===== config.mk =====
export PLATFORM = sky130hd
export DESIGN_NAME = flasher_monitor
export DESIGN_NICKNAME = d
export VERILOG_FILES = /design/src/rtl/flasher_pkg.sv /design/src/rtl/therm_decode.sv /design/src/rtl/flasher_monitor.sv
export SDC_FILE = /design/constraint.sdc
export NUM_CORES = 1
export LEC_CHECK = 0
export ABC_AREA = 1
export CAP_MARGIN = 25
export CORE_MARGIN = 2
export CORE_UTILIZATION = 30
export CTS_CLUSTER_SIZE = 10
export DETAILED_ROUTE_END_ITERATION = 16
export GPL_ROUTABILITY_DRIVEN = 0
export PLACE_DENSITY = 0.51
export SYNTH_ARGS = -nofsm -noshare
export SYNTH_HDL_FRONTEND = slang
export SYNTH_HIERARCHICAL = 1
export SYNTH_SLANG_ARGS = --single-unit

===== constraint.sdc =====
create_clock -name clock -period 12.3 [get_ports clock]
set_input_delay 2.46 -clock clock [delete_from_list [all_inputs] [get_ports clock]]
set_output_delay 2.46 -clock clock [all_outputs]
set_load 0.01 [all_outputs]

===== src/rtl/flasher_pkg.sv =====
// Shared constants and phase encoding for the LED flasher and its monitor.
// Also usable by the flasher itself and by benches.
package flasher_pkg;

  localparam int LED_W = 16;
  localparam int CNT_W = $clog2(LED_W + 1);

  typedef enum logic [1:0] {
    PH_IDLE    = 2'd0,
    PH_RISING  = 2'd1,
    PH_FALLING = 2'd2
  } phase_e;

  function automatic logic [3:0] sat_inc4(input logic [3:0] v);
    return (v == 4'hF) ? 4'hF : v + 4'd1;
  endfunction

endpackage


===== src/rtl/therm_decode.sv =====
// Thermometer-code check and lamp count for the flasher LED vector.
// Valid only when the vector is (1<<k)-1; count is then k.
import flasher_pkg::*;

module therm_decode #(
  parameter int W  = flasher_pkg::LED_W,
  parameter int CW = flasher_pkg::CNT_W
) (
  input  logic [W-1:0]  vec,
  output logic          valid,
  output logic [CW-1:0] count
);

  // A run of low ones has no bit in common with itself plus one.
  assign valid = ((vec & (vec + W'(1))) == '0);

  always_comb begin
    count = '0;
    for (int i = 0; i < W; i++) begin
      count = count + CW'(vec[i]);
    end
  end

endmodule


===== src/rtl/flasher_monitor.sv =====
// Watches the flasher LED vector, tracks rise/fall phase and turns,
// and flags malformed codes and multi-lamp jumps.
import flasher_pkg::*;

module flasher_monitor #(
  parameter int LED_W = flasher_pkg::LED_W,
  parameter int CNT_W = flasher_pkg::CNT_W
) (
  input  logic             clock,
  input  logic             reset,
  input  logic [LED_W-1:0] led_in,
  output logic [CNT_W-1:0] lit_count,
  output logic [1:0]       phase,
  output logic             peak_valid,
  output logic             trough_valid,
  output logic [CNT_W-1:0] turn_level,
  output logic [3:0]       turn_cnt,
  output logic             seq_done,
  output logic             code_err,
  output logic             step_err
);

  logic             valid;
  logic [CNT_W-1:0] k;
  logic [CNT_W-1:0] prev_count;
  logic [CNT_W-1:0] diff;
  logic             up;
  logic             down;
  logic             zero;
  logic             big;
  phase_e           state;

  therm_decode #(
    .W  (LED_W),
    .CW (CNT_W)
  ) u_dec (
    .vec   (led_in),
    .valid (valid),
    .count (k)
  );

  assign up   = (k > prev_count);
  assign down = (k < prev_count);
  assign zero = (k == '0);
  assign diff = up ? (k - prev_count) : (prev_count - k);
  assign big  = (diff > CNT_W'(1));

  assign lit_count = prev_count;
  assign phase     = state;

  always_ff @(posedge clock) begin
    if (reset) begin
      state        <= PH_IDLE;
      prev_count   <= '0;
      turn_level   <= '0;
      turn_cnt     <= '0;
      peak_valid   <= 1'b0;
      trough_valid <= 1'b0;
      seq_done     <= 1'b0;
      code_err     <= 1'b0;
      step_err     <= 1'b0;
    end else begin
      peak_valid   <= 1'b0;
      trough_valid <= 1'b0;
      seq_done     <= 1'b0;
      code_err     <= 1'b0;
      step_err     <= 1'b0;
      if (!valid) begin
        code_err <= 1'b1;
      end else begin
        step_err   <= big;
        prev_count <= k;
        unique case (state)
          PH_IDLE: begin
            if (up) begin
              state    <= PH_RISING;
              turn_cnt <= '0;
            end
          end
          PH_RISING: begin
            if (down) begin
              peak_valid <= 1'b1;
              turn_level <= prev_count;
              turn_cnt   <= sat_inc4(turn_cnt);
              seq_done   <= zero;
              state      <= zero ? PH_IDLE : PH_FALLING;
            end
          end
          PH_FALLING: begin
            if (up) begin
              trough_valid <= 1'b1;
              turn_level   <= prev_count;
              turn_cnt     <= sat_inc4(turn_cnt);
              state        <= PH_RISING;
            end else if (zero) begin
              seq_done <= 1'b1;
              state    <= PH_IDLE;
            end
          end
          default: state <= PH_IDLE;
        endcase
      end
    end
  end

endmodule


==> results of run 1 <==
-- worst register-to-register path: cells and delay by family, from the launching register on --
kind / cells / cell delay, ns
AND/OR/NAND/NOR: 8 / 0.84
AO/OA/AOI/OAI: 1 / 0.19
adder cells (fa/ha/maj): 1 / 0.42
flip-flops: 1 / 0.39
buffers and inverters: 1 / 0.09
-- worst min path at each step --
stage / endpoint / slack, ns / cells after the start
after CTS: turn_level[4] / 0.49 / 2
final: turn_level[0] / 0.49 / 2
after floorplan: turn_level[0] / 0.51 / 2
after global placement: turn_level[2] / 0.47 / 2
after detailed placement: turn_level[0] / 0.48 / 2
after global routing: turn_level[2] / 0.52 / 2
-- final cells by class --
type,count,area [µm²]
fillers,742,4165
multi-input cells,216,1420
well taps,96,120.1
repair buffers,38,380.4
inverters,64,241.5
clock inverters,1,5.005
clock buffers,3,41.29
flip-flops and latches,21,420.4
-- cells by family (layout without fill, tap and decap cells) --
group,after synthesis,in the layout,synth area share
buffers and inverters,66,106,0.1265
adders and majority gates,34,34,0.2447
DFF,21,21,0.1995
xor gates and xnor gates,5,5,0.02079
AOI/OAI and AO/OA,35,35,0.09798
and+or+nand+nor,142,142,0.3106
-- cells in the mapped netlist (5+ instances only) --
master   count
nand4_1      5
nand3_1     16
nand2_1     56
ha_1        22
fa_1        12
inv_1       62
a21oi_1      9
dfxtp_1     21
o21ai_0     15
nor2_1      44
-- metal layers --
metal  up-vias  part of all wire  track usage
li1       1019                 -            -
met1       860              0.46       0.1630
met2        52              0.49       0.2293
met3         4             0.044      0.01131
met4         0            0.0086      0.03776
met5         -                 0            0
-- state kept, by name, summed over array words and instances (netlist names) --
signal	count
code_err	1
seq_done	1
peak_valid	1
phase	2
turn_cnt	4
turn_level	5
lit_count	5
trough_valid	1
step_err	1
-- report_power, final --
group          total [W]  switching (W)  internal [W]
Clock          0.0000455      0.0000230     0.0000226
Combinational   0.000354       0.000229      0.000126
Sequential     0.0000681   0.0000000563     0.0000681
-- metrics by stage --
step                cells   power, W  hold WS (ns)
finish                439  0.0004679        0.4865
global route          439  0.0005233        0.5196
floorplan             303  0.0003626        0.5099
global placement      435  0.0004252        0.4680
detailed placement    435  0.0004234        0.4757
CTS                   439  0.0004706        0.4940
==> results_dict.tcl, run 1 <==
set metrics [dict create \
    critPathMostFrequentCell "fa_1" \
    rsz0062_at_grt "no" \
    grt_antenna_before_repair 0 \
    timing.reg2reg.setup_slack_ns 10.28 \
    p_leak_nw 1.202 \
    critPathMaxStageDelay_ns 0.55 \
    r2r-start "lit_count[2]" \
    cp-endpoint "turn_level[1]" \
    max_freq_mhz 135.6 \
    min_from "turn_level[0]" \
    worstRegToRegCells 11 \
    tns_ns 0 \
    preCtsSetupSlack_ns 4.614 \
    grt_pass1_wl_mm 7.928 \
    dp.final_hpwl_mm 4.000 \
    crit_required_ns 12.46 \
    die_w_um 87.81 \
    start_util 0.3101 \
    final_max_slew_viol_count 0 \
    p_per_area_nw_per_um2 178.0 \
    viasPerCell 4.408 \
    fin_area_um2 2629 \
    yosysSeqAreaShare 0.1995 \
    arrival_ns 7.53 \
    avgSynthCellArea_um2 6.954 \
    path_delay_family "adder cells" \
    crit_path_start "led_in[5]" \
    crit_fanout 6 \
    crit_path_top_delay_cell "clkdlybuf4s50_1" \
    drv_cap 0 \
    yosys.area.top_type "dfxtp_1" \
    io_buffer_count 38 \
    end_kind "flop" \
    ys_async_sr_fraction 0 \
    grt_pass1_vias 1794 \
    path_buf_inv 5 \
    clock_path_buffers 2 \
    ir_worst_vdd_v 0.00007234 \
    synth-edff-count 0 \
    grt.overflow.total 0 \
    crit_cells 20 \
    final.min_clock_period_ns 7.373 \
    clkSinkCount 21 \
    mostFrequentLayoutCell "inv_1" \
    final_util 0.3869 \
    crit_chain "clkdlybuf4s50_1 -> inv_1 -> fa_1 -> fa_1 -> fa_1 -> fa_1 -> inv_1 -> ha_1 -> inv_1 -> fa_1 -> o21ai_0 -> ha_1 -> a21oi_1 -> nand3_2 -> nand2_4 -> nand2_4 -> nand3_2 -> clkinv_2 -> nor2_1 -> nor2_1" \
    std_cell_rows 30 \
    final_net_count 396 \
    grtUsageTotal 0.1281 \
    synth-main-ff-cell "dfxtp_1" \
    num_vias 1935 \
    synth_warnings 6 \
    clock-skew-final_ns 0.005912 \
    setup_violations 0 \
    final_layout_size_suffix_gt1_frac 0.06706 \
    place_area_um2 2582 \
    clk_latency_ns 0.26 \
    drt_first_pass_iters 4 \
    clk_pin_slew_ns 0.08 \
    mostFrequentLayoutCells "inv_1, nand2_1, nor2_1" \
    core_area_um2 6794 \
    die-area_um2 7710 \
    ys_top_cells_by_area "dfxtp_1, ha_1, fa_1, inv_1, nand2_1" \
    drtAntennaViolNets 0 \
    drc 0 \
    worstSetupPathType "in -> reg" \
    fin_crit_sh 0.5995 \
    setup_slack_ns 4.927 \
    synth.top_cell.area_share 0.1995 \
    cts_tree "done" \
    cts_setup_buffers 0 \
    hold_viol 0 \
    io_pins 39 \
    synth_nets 355 \
    reg2reg_to "turn_level[1]" \
    outcome "complete, no violations" \
    synth-seq-cells 21 \
    areaGrowthSynthToFinish_pct 24.76 \
    hold_buffers 0 \
    drt_iter0_drc 83 \
    syn_area_um2 2107 \
    clockRootBuffer "clkbuf_8" \
    grt_max_degree 13 \
    cts-htree-levels 1 \
    tightest_slew_ns 0.4234 \
    die_height_um 87.81 \
    detail_route.wl_per_cell_um 10.63 \
    cts_resized 0 \
    cp-start-kind "input pin" \
    drt-total-wl_mm 4.667 \
    relSlewSlack 0.7148 \
    syn_inst 303 \
    synth_cell_types 31 \
    diodes 0 \
    cts_made_buffers 3 \
    hold_class "reg -> reg" \
]
Note: power is estimated with default switching activity, not from simulation.
==> inputs of run 2 (changes only) <==
--- a/config.mk
+++ b/config.mk
@@ -12,7 +12,7 @@
 export CTS_CLUSTER_SIZE = 10
 export DETAILED_ROUTE_END_ITERATION = 16
 export GPL_ROUTABILITY_DRIVEN = 0
-export PLACE_DENSITY = 0.51
+export PLACE_DENSITY = 0.53
 export SYNTH_ARGS = -nofsm -noshare
 export SYNTH_HDL_FRONTEND = slang
 export SYNTH_HIERARCHICAL = 1
==> constraint.sdc (replaced) <==
create_clock -name clock -period 6.15 [get_ports clock]
set_input_delay 1.23 -clock clock [delete_from_list [all_inputs] [get_ports clock]]
set_output_delay 1.23 -clock clock [all_outputs]
set_load 0.01 [all_outputs]
==> run 2 against run 1 <==
  * Sequential share of layout area fell by 0.80 points
  * Critical path depth did not move
  * First-iteration DRC count rose by 17%
  * Clock skew fell by 0.0041 ns
  * Die area did not move
  * Final cell count rose by 3.6%
  * Sequential power rose by 100%
  * Largest cell class unchanged
  * Largest power group unchanged
  * Highest routed layer unchanged
==> results_dict.tcl, run 2 (synthesized netlist as in run 1, its figures left out) <==
set metrics [dict create \
    timing.reg2reg.setup_slack_ns 4.17 \
    multi_input_area_um2 1438 \
    final_net_count 412 \
    p_leak_nw 1.285 \
    std_cell_rows 30 \
    tns_ns 0 \
    clock-skew-final_ns 0.001802 \
    clk_pin_slew_ns 0.07 \
    busiest_layer "met2" \
    io_pins 39 \
    grt_antenna_before_repair 0 \
    ir_worst_vdd_v 0.0001469 \
    viasPerCell 4.347 \
    drt-total-wl_mm 4.770 \
    clockRootBuffer "clkbuf_8" \
    use_met2 0.2445 \
    drv_cap 0 \
    drc 0 \
    cts_tree "done" \
    clock_path_buffers 2 \
    core_area_um2 6794 \
    worstSetupPathType "in -> reg" \
    die_w_um 87.81 \
    grt_max_degree 13 \
    fin_crit_sh 0.9360 \
    crit_fanout 6 \
    grtUsageMet3 0.01602 \
    regArea_um2 420.4 \
    final_max_slew_viol_count 0 \
    io_buffer_count 38 \
    drt_first_pass_iters 4 \
    clkSinkCount 21 \
    p_per_area_nw_per_um2 387.6 \
    fin_area_um2 2766 \
    clk_latency_ns 0.25 \
    fill_cells 738 \
    grt_pass1_vias 2000 \
    place_inst 451 \
    start_util 0.3101 \
    rsz0062_at_grt "no" \
    final_layout_size_suffix_gt1_frac 0.1142 \
    drt_iter0_drc 97 \
    crit_required_ns 6.30 \
    grt_pass1_wl_mm 8.576 \
    diodes 0 \
    outcome "complete, no violations" \
    cts_setup_buffers 0 \
    max_freq_mhz 173.7 \
    grt.overflow.total 0 \
    die-area_um2 7710 \
    mostFrequentLayoutCells "inv_1, nand2_1, nor2_1" \
    die_height_um 87.81 \
    met1_usage 0.1719 \
    drtAntennaViolNets 0 \
    setup_violations 0 \
    grtUsageTotal 0.1373 \
    final.min_clock_period_ns 5.756 \
    tightest_slew_ns 0.2982 \
    relSlewSlack 0.8012 \
    mostFrequentLayoutCell "inv_1" \
    arrival_ns 5.91 \
    cts-htree-levels 1 \
    hold_viol 0 \
    place_area_um2 2703 \
    hold_class "reg -> reg" \
    power.total_w 0.001072 \
    detail_route.wl_per_cell_um 10.48 \
    final_cells 455 \
    cts_made_buffers 3 \
    end_kind "flop" \
    num_vias 1978 \
    cp-start-kind "input pin" \
    dp.final_hpwl_mm 4.181 \
    areaGrowthSynthToFinish_pct 31.29 \
]
==> run 2: layout make-up <==
cell class / count / share of cell area
clock buffers: 3 / 0.01493
clock inverters: 1 / 0.001809
repair buffers: 54 / 0.1809
flip-flops and latches: 21 / 0.1520
well taps: 96 / 0.04342
multi-input cells: 216 / 0.5197
inverters: 64 / 0.08729
==> run 2: path summary, 6_finish.rpt <==
path / cells after the start / from / end
hold reg to reg: 2 / turn_level[2] / turn_level[2]
setup / recovery: 20 / led_in[0] / turn_level[1]
hold / removal: 2 / turn_level[2] / turn_level[2]
setup reg to reg: 12 / lit_count[2] / turn_level[1]
==> run 2: metal layers <==
| layer | part of all wire | wire length, µm |
|---|---|---|
| met3 | 0.039 | 188 |
| met5 | 0 | 0 |
| met4 | 0.019 | 91 |
| met2 | 0.47 | 2241 |
| met1 | 0.47 | 2249 |
==> run 2: per-stage QoR <==
step                      utilization  setup WS, ns  hold WS (ns)
final                          0.4072        0.3936        0.4934
after detailed placement       0.3978     -0.004905        0.4793
after global routing           0.4072       0.04377        0.5231
after global placement         0.3978       0.07733        0.4737
after floorplan                     -        0.7066        0.5099
after CTS                      0.4046        0.2642        0.4946
==> run 2: repair_timing <==
item	CTS	global route
setup endpoints to repair	0	7
gates resized for setup	0	5
hold buffers	0	0
==> run 2: power by group <==
group | leakage [nW] | switching (W) | internal [W]
clock network | 0.0255 | 0.0000434 | 0.0000450
logic | 1.09 | 0.000486 | 0.000362
registers | 0.169 | 0.0000000881 | 0.000136
==> run 2: worst max-delay path, stage by stage <==
cell and delay [ns]:
clkdlybuf4s50_1 0.50, inv_1 0.09, fa_1 0.56, fa_1 0.44, fa_1 0.53, fa_1 0.41, inv_1 0.06, ha_1 0.16
inv_1 0.06, fa_2 0.36, o21ai_1 0.19, ha_1 0.28, a21oi_1 0.25, nand3_2 0.18, nand2_4 0.16, nand2_4 0.07
nand3_2 0.13, clkinv_2 0.10, nor2_1 0.09, nor2_1 0.05
==> inputs of run 3 (changes only) <==
--- a/config.mk
+++ b/config.mk
@@ -6,7 +6,7 @@
 export NUM_CORES = 1
 export LEC_CHECK = 0
 export ABC_AREA = 1
-export CAP_MARGIN = 25
+export CAP_MARGIN = 5
 export CORE_MARGIN = 2
 export CORE_UTILIZATION = 30
 export CTS_CLUSTER_SIZE = 10
==> results of run 3 <==
No change in the layout: final DEF, timing and power equal those of run 2.
